===== config.mk =====
export PLATFORM = sky130hd
export DESIGN_NAME = mips_muldiv_unit
export DESIGN_NICKNAME = d
export VERILOG_FILES = /design/src/rtl/muldiv_pkg.sv /design/src/rtl/muldiv_iter_core.sv /design/src/rtl/mips_muldiv_unit.sv
export SDC_FILE = /design/constraint.sdc
export NUM_CORES = 1
export LEC_CHECK = 0
export CAP_MARGIN = 20
export CELL_PAD_IN_SITES_DETAIL_PLACEMENT = 2
export CELL_PAD_IN_SITES_GLOBAL_PLACEMENT = 2
export CORE_MARGIN = 2
export CORE_UTILIZATION = 39
export DETAILED_ROUTE_END_ITERATION = 6
export DONT_BUFFER_PORTS = 1
export GPL_TIMING_DRIVEN = 0
export MAX_ROUTING_LAYER = met4
export PLACE_DENSITY_LB_ADDON = 0.05
export SLEW_MARGIN = 40
export SYNTH_ARGS = -nofsm -noshare
export SYNTH_HDL_FRONTEND = slang
export SYNTH_SLANG_ARGS = --single-unit
export TNS_END_PERCENT = 100

===== constraint.sdc =====
create_clock -name clk -period 12.1 [get_ports clk]
set_input_delay 3.63 -clock clk [delete_from_list [all_inputs] [get_ports clk]]
set_output_delay 3.63 -clock clk [all_outputs]
set_load 0.1 [all_outputs]

===== src/rtl/muldiv_pkg.sv =====
// Shared definitions for the MIPS HI/LO multiply/divide unit:
// funct codes of the HI/LO instruction group and the FSM state type.
package muldiv_pkg;

    localparam logic [5:0] FUNCT_MFHI  = 6'h10;
    localparam logic [5:0] FUNCT_MTHI  = 6'h11;
    localparam logic [5:0] FUNCT_MFLO  = 6'h12;
    localparam logic [5:0] FUNCT_MTLO  = 6'h13;
    localparam logic [5:0] FUNCT_MULT  = 6'h18;
    localparam logic [5:0] FUNCT_MULTU = 6'h19;
    localparam logic [5:0] FUNCT_DIV   = 6'h1A;
    localparam logic [5:0] FUNCT_DIVU  = 6'h1B;

    typedef enum logic [1:0] {
        IDLE = 2'd0,
        RUN  = 2'd1,
        FIN  = 2'd2
    } state_t;

endpackage


===== src/rtl/muldiv_iter_core.sv =====
// Unsigned bit-serial datapath: shift-add multiply / restoring divide.
// Ports: i_load latches magnitudes, i_step runs one iteration,
//        o_acc = product or {0,remainder}, o_sr = quotient, o_last = final step.
module muldiv_iter_core #(
    parameter int WIDTH = 32
) (
    input  logic               clk,
    input  logic               rst,
    input  logic               i_load,
    input  logic               i_step,
    input  logic               i_is_div,
    input  logic [WIDTH-1:0]   i_a_mag,
    input  logic [WIDTH-1:0]   i_b_mag,
    output logic [2*WIDTH-1:0] o_acc,
    output logic [WIDTH-1:0]   o_sr,
    output logic               o_last
);

    localparam int CW = $clog2(WIDTH) + 1;

    logic [2*WIDTH-1:0] r_acc;
    logic [WIDTH-1:0]   r_sr;
    logic [WIDTH-1:0]   r_b;
    logic [CW-1:0]      r_cnt;
    logic               r_div;

    logic [WIDTH:0]     w_mul_sum;
    logic [2*WIDTH-1:0] w_mul_next;
    logic [WIDTH:0]     w_rem_sh;
    logic [WIDTH:0]     w_diff;
    logic               w_qbit;
    logic [WIDTH-1:0]   w_rem_next;

    // Multiply: add multiplicand into the upper half, then shift the
    // whole product right so retired multiplier bits fall into the low half.
    assign w_mul_sum  = {1'b0, r_acc[2*WIDTH-1:WIDTH]} + {1'b0, r_b};
    assign w_mul_next = r_sr[0] ? {w_mul_sum, r_acc[WIDTH-1:1]}
                                : {1'b0, r_acc[2*WIDTH-1:1]};

    // Divide: a wrap into the top bit of the W+1 bit difference means
    // the trial subtraction went negative, so the remainder is restored.
    assign w_rem_sh   = {r_acc[WIDTH-1:0], r_sr[WIDTH-1]};
    assign w_diff     = w_rem_sh - {1'b0, r_b};
    assign w_qbit     = ~w_diff[WIDTH];
    assign w_rem_next = w_qbit ? w_diff[WIDTH-1:0] : w_rem_sh[WIDTH-1:0];

    always_ff @(posedge clk or posedge rst) begin
        if (rst) begin
            r_acc <= '0;
            r_sr  <= '0;
            r_b   <= '0;
            r_cnt <= '0;
            r_div <= 1'b0;
        end else if (i_load) begin
            r_div <= i_is_div;
            r_acc <= '0;
            r_cnt <= '0;
            if (i_is_div) begin
                r_sr <= i_a_mag;
                r_b  <= i_b_mag;
            end else begin
                r_sr <= i_b_mag;
                r_b  <= i_a_mag;
            end
        end else if (i_step) begin
            r_cnt <= r_cnt + CW'(1);
            if (r_div) begin
                r_acc <= {{WIDTH{1'b0}}, w_rem_next};
                r_sr  <= {r_sr[WIDTH-2:0], w_qbit};
            end else begin
                r_acc <= w_mul_next;
                r_sr  <= {1'b0, r_sr[WIDTH-1:1]};
            end
        end
    end

    assign o_acc  = r_acc;
    assign o_sr   = r_sr;
    assign o_last = (r_cnt == CW'(WIDTH - 1));

endmodule


===== src/rtl/mips_muldiv_unit.sv =====
// MIPS HI/LO unit: MULT/MULTU/DIV/DIVU iterative, MTHI/MTLO, MFHI/MFLO.
// Ports: clk, rst, start, func_field, A, B in; busy, done, div_by_zero,
//        hi, lo, result (combinational MFHI/MFLO read) out.
module mips_muldiv_unit
    import muldiv_pkg::*;
#(
    parameter int WIDTH = 32
) (
    input  logic             clk,
    input  logic             rst,
    input  logic             start,
    input  logic [5:0]       func_field,
    input  logic [WIDTH-1:0] A,
    input  logic [WIDTH-1:0] B,
    output logic             busy,
    output logic             done,
    output logic             div_by_zero,
    output logic [WIDTH-1:0] hi,
    output logic [WIDTH-1:0] lo,
    output logic [WIDTH-1:0] result
);

    state_t r_state;
    state_t w_next;

    logic             r_div;
    logic             r_neg_p;
    logic             r_neg_r;
    logic             r_bzero;
    logic [WIDTH-1:0] r_a;
    logic [WIDTH-1:0] r_hi;
    logic [WIDTH-1:0] r_lo;
    logic             r_done;
    logic             r_dbz;

    logic             w_is_mul;
    logic             w_is_div;
    logic             w_sgn_op;
    logic             w_accept;
    logic             w_idle;
    logic             w_a_neg;
    logic             w_b_neg;
    logic [WIDTH-1:0] w_a_mag;
    logic [WIDTH-1:0] w_b_mag;
    logic [2*WIDTH-1:0] w_acc;
    logic [WIDTH-1:0] w_sr;
    logic [WIDTH-1:0] w_rem;
    logic             w_last;
    logic [WIDTH-1:0] w_fin_hi;
    logic [WIDTH-1:0] w_fin_lo;

    assign w_is_mul = (func_field == FUNCT_MULT) || (func_field == FUNCT_MULTU);
    assign w_is_div = (func_field == FUNCT_DIV)  || (func_field == FUNCT_DIVU);
    assign w_sgn_op = (func_field == FUNCT_MULT) || (func_field == FUNCT_DIV);
    assign w_idle   = (r_state == IDLE);
    assign w_accept = start && w_idle && (w_is_mul || w_is_div);

    // Most-negative negates to itself, which is its correct unsigned magnitude.
    assign w_a_neg  = w_sgn_op && A[WIDTH-1];
    assign w_b_neg  = w_sgn_op && B[WIDTH-1];
    assign w_a_mag  = w_a_neg ? -A : A;
    assign w_b_mag  = w_b_neg ? -B : B;

    muldiv_iter_core #(
        .WIDTH (WIDTH)
    ) u_core (
        .clk      (clk),
        .rst      (rst),
        .i_load   (w_accept),
        .i_step   (r_state == RUN),
        .i_is_div (w_is_div),
        .i_a_mag  (w_a_mag),
        .i_b_mag  (w_b_mag),
        .o_acc    (w_acc),
        .o_sr     (w_sr),
        .o_last   (w_last)
    );

    assign w_rem = w_acc[WIDTH-1:0];

    always_comb begin
        w_next = r_state;
        unique case (r_state)
            IDLE:    if (w_accept) w_next = RUN;
            RUN:     if (w_last) w_next = FIN;
            FIN:     w_next = IDLE;
            default: w_next = IDLE;
        endcase
    end

    // Sign fixup applied to the magnitude result in FIN.
    always_comb begin
        w_fin_hi = r_hi;
        w_fin_lo = r_lo;
        if (r_div) begin
            if (r_bzero) begin
                w_fin_hi = r_a;
                w_fin_lo = '1;
            end else begin
                w_fin_lo = r_neg_p ? -w_sr : w_sr;
                w_fin_hi = r_neg_r ? -w_rem : w_rem;
            end
        end else begin
            {w_fin_hi, w_fin_lo} = r_neg_p ? -w_acc : w_acc;
        end
    end

    always_ff @(posedge clk or posedge rst) begin
        if (rst) begin
            r_state <= IDLE;
            r_div   <= 1'b0;
            r_neg_p <= 1'b0;
            r_neg_r <= 1'b0;
            r_bzero <= 1'b0;
            r_a     <= '0;
            r_hi    <= '0;
            r_lo    <= '0;
            r_done  <= 1'b0;
            r_dbz   <= 1'b0;
        end else begin
            r_state <= w_next;
            r_done  <= (r_state == FIN);
            r_dbz   <= (r_state == FIN) && r_div && r_bzero;
            if (w_accept) begin
                r_div   <= w_is_div;
                r_neg_p <= w_a_neg ^ w_b_neg;
                r_neg_r <= w_a_neg;
                r_bzero <= (B == '0);
                r_a     <= A;
            end
            if (r_state == FIN) begin
                r_hi <= w_fin_hi;
                r_lo <= w_fin_lo;
            end else if (start && w_idle) begin
                if (func_field == FUNCT_MTHI) r_hi <= A;
                if (func_field == FUNCT_MTLO) r_lo <= A;
            end
        end
    end

    assign busy        = !w_idle;
    assign done        = r_done;
    assign div_by_zero = r_dbz;
    assign hi          = r_hi;
    assign lo          = r_lo;
    assign result      = (func_field == FUNCT_MFHI) ? r_hi :
                         (func_field == FUNCT_MFLO) ? r_lo : '0;

endmodule


==> out/metrics.csv <==
metric;value;unit
ioPinCount;172;
synth_area;19400;sq um
dieArea;51600;sq um
syn_to_final_growth;12.1;%
dpl_cell_area;20700;sq um
synth_cells;2418;
reg2reg_to;lo[20];
synth_cell_types;74;
antenna_left;0;
antenna_found_initial;9;
period_minus_slack;9.79;ns
pre_cts_slack;2.31;ns
h-tree-depth;1;
finalHoldViolCount;0;
hold_buffers;0;
setup_viol;0;
rows;81;
regToRegSetupSlack;7.15;ns
core_area;49100;sq um
synth-edff-count;0;
clock-sinks;238;
synthTopCellsByCount;nand2_1 (336), dfrtp_1 (238), o21ai_0 (206);
post_cts_buffers;0;
rsz0062_at_grt;false;
initial_core_util;39.6;%
maxSlewHeadroom;37.5;%
max_freq;102;MHz
drive_above_1_share;8.56;%
viasPerCell;6.61;
synthFlopType;dfrtp_1;
crit_path_max_incr_delay;0.68;ns
crit_slowest_cell;buf_1;
layout_setup_ws;2.31;ns
fin_nets;2600;
power_density;221;nW/um^2
drv_slew;0;
cts_resized;0;
crit_type;input port to primary output;
grt_max_degree;74;
synthTopCellsByArea;dfrtp_1 (31%), mux2i_1 (6.9%), xnor2_1 (6.8%);
crit_start;func_field[1];
cts_root_buffer;clkbuf_16;
crit_fanout;10;
yosysMostFrequentCell;nand2_1;
grt_overflow_total;0;
cp.arrival;6.16;ns
fp.dieW;227;um
synth_area_per_cell;8.04;sq um
cts_tree;yes;
routedWlPerCell;33.9;um
final_area;21800;sq um
ys_warn_count;0;
die_h;227;um
cp-endpoint;result[19];
vias;20778;
worstSkewPairLatency;0.62;ns
gp_congestion;0.971;
first_global_vias;21898;
period_share;80.9;%
finalPower;4820;uW
crit_required;8.47;ns
yosys.area.top_type_share;30.6;%
outcome;complete, no violations;
ys_seq_area_share;30.6;%
hp-class;register to register;
clock_skew;0.0231;ns
crit_path_start_kind;input port;
first_pass_iters;7;
grt_usage;42.3;%
r2r-start;u_core.o_sr[0];
synth_area_leader_cell;dfrtp_1;
end_kind;primary output;
drc_errors;0;
maxCapViolCount;0;
r2r_cells;12;
worstPathCellList;clkbuf_1 > clkbuf_2 > buf_1 > mux2i_1 > nor2_4;
grt_pass1_wl;154000;um
synth_fp_nets;2562;
wl;107000;um
synthArstFlopShare;100;%
p_leak;0.00834;uW
cts_made_buffers;31;
synth-seq-cells;238;
drt_iter0_markers;1876;
dp_hpwl;84500;um
cts_buffer_depth;3;
tightestPinTransition;0.938;ns
vdd_ir_drop_max;0.000123;V
portBuffers;0;
finish.utilization;44.4;%
worst_setup_hold_path_clk_slew;0.07;ns
## sequential cells by signal, indices dropped and copies added, names as in the netlist
register / count
lo: 32
u_core.o_acc: 64
hi: 32
done: 1
r_state: 2
r_a: 32
r_neg_r: 1
r_bzero: 1
u_core.r_b: 32
u_core.r_cnt: 6
u_core.o_sr: 32
u_core.r_div: 1
div_by_zero: 1
r_neg_p: 1
## worst max-delay path: cells and delay by family
| kind | cells | cell delay (ns) |
|---|---|---|
| muxes | 1 | 0.28 |
| buffers and inverters | 3 | 1.69 |
| and+or+nand+nor | 1 | 0.54 |
## power breakdown
group / leakage, uW / switching, uW / internal [uW] / total, uW
combinational: 0.00496 / 1570 / 846 / 2420
sequential: 0.00287 / 420 / 974 / 1390
clock: 0.000509 / 409 / 597 / 1010
## how the worst min path moves through the flow
stage / cells past startpoint / to / from
final: 2 / r_a[29] / r_a[29]
after global routing: 2 / r_a[29] / r_a[29]
after CTS: 2 / r_a[29] / r_a[29]
after detailed placement: 2 / r_a[29] / r_a[29]
after global placement: 2 / r_a[30] / r_a[30]
after floorplan: 2 / r_a[11] / r_a[11]
## cells in the final DEF (no fill, tap or decap), types with 62 or more instances in the layout
cell	Yosys	layout
o21ai_0	206	206
dfrtp_1	238	173
a21oi_1	142	142
nor2_1	192	159
ha_1	69	69
clkbuf_1	158	150
inv_1	63	62
nand2_1	336	336
dfrtp_2	0	65
mux2i_1	134	134
xnor2_1	151	151
xor2_1	84	84
## per-stage QoR
stage               setup TNS (ns)  std cells  hold slack (ns)
global route                     0       3141            0.519
finish                           0       3142            0.497
floorplan                        0       2418            0.440
detailed placement               0       3087            0.472
global placement           -390.18       3082            0.460
CTS                              0       3140            0.487
## cells by family after synthesis
| group | Yosys count | share of synthesized area, % |
|---|---|---|
| buf+inv | 249 | 4.94 |
| xor+xnor | 235 | 10.6 |
| simple gates | 772 | 18.2 |
| mux | 143 | 7.42 |
| compound gates | 710 | 23.6 |
| flops | 238 | 30.6 |
| fa+ha+maj | 71 | 4.65 |
## metal layers
metal / routed length (um) / track usage, %
met4: 6690 / 22.7
met1: 43900 / 53.0
met5: 0 / -
met3: 7820 / 6.84
met2: 48200 / 65.5
## area by class of cell
type	count	area, sq um
fill	5639	27300
multi-input combinational	1931	12800
sequential	238	6040
clock buffer	40	850
tap	664	831
buffer	186	747
inverter	63	244
clock inverter	13	209
timing repair buffer	5	95.1
antenna	2	5.00
(Power assumes the default switching activity.)
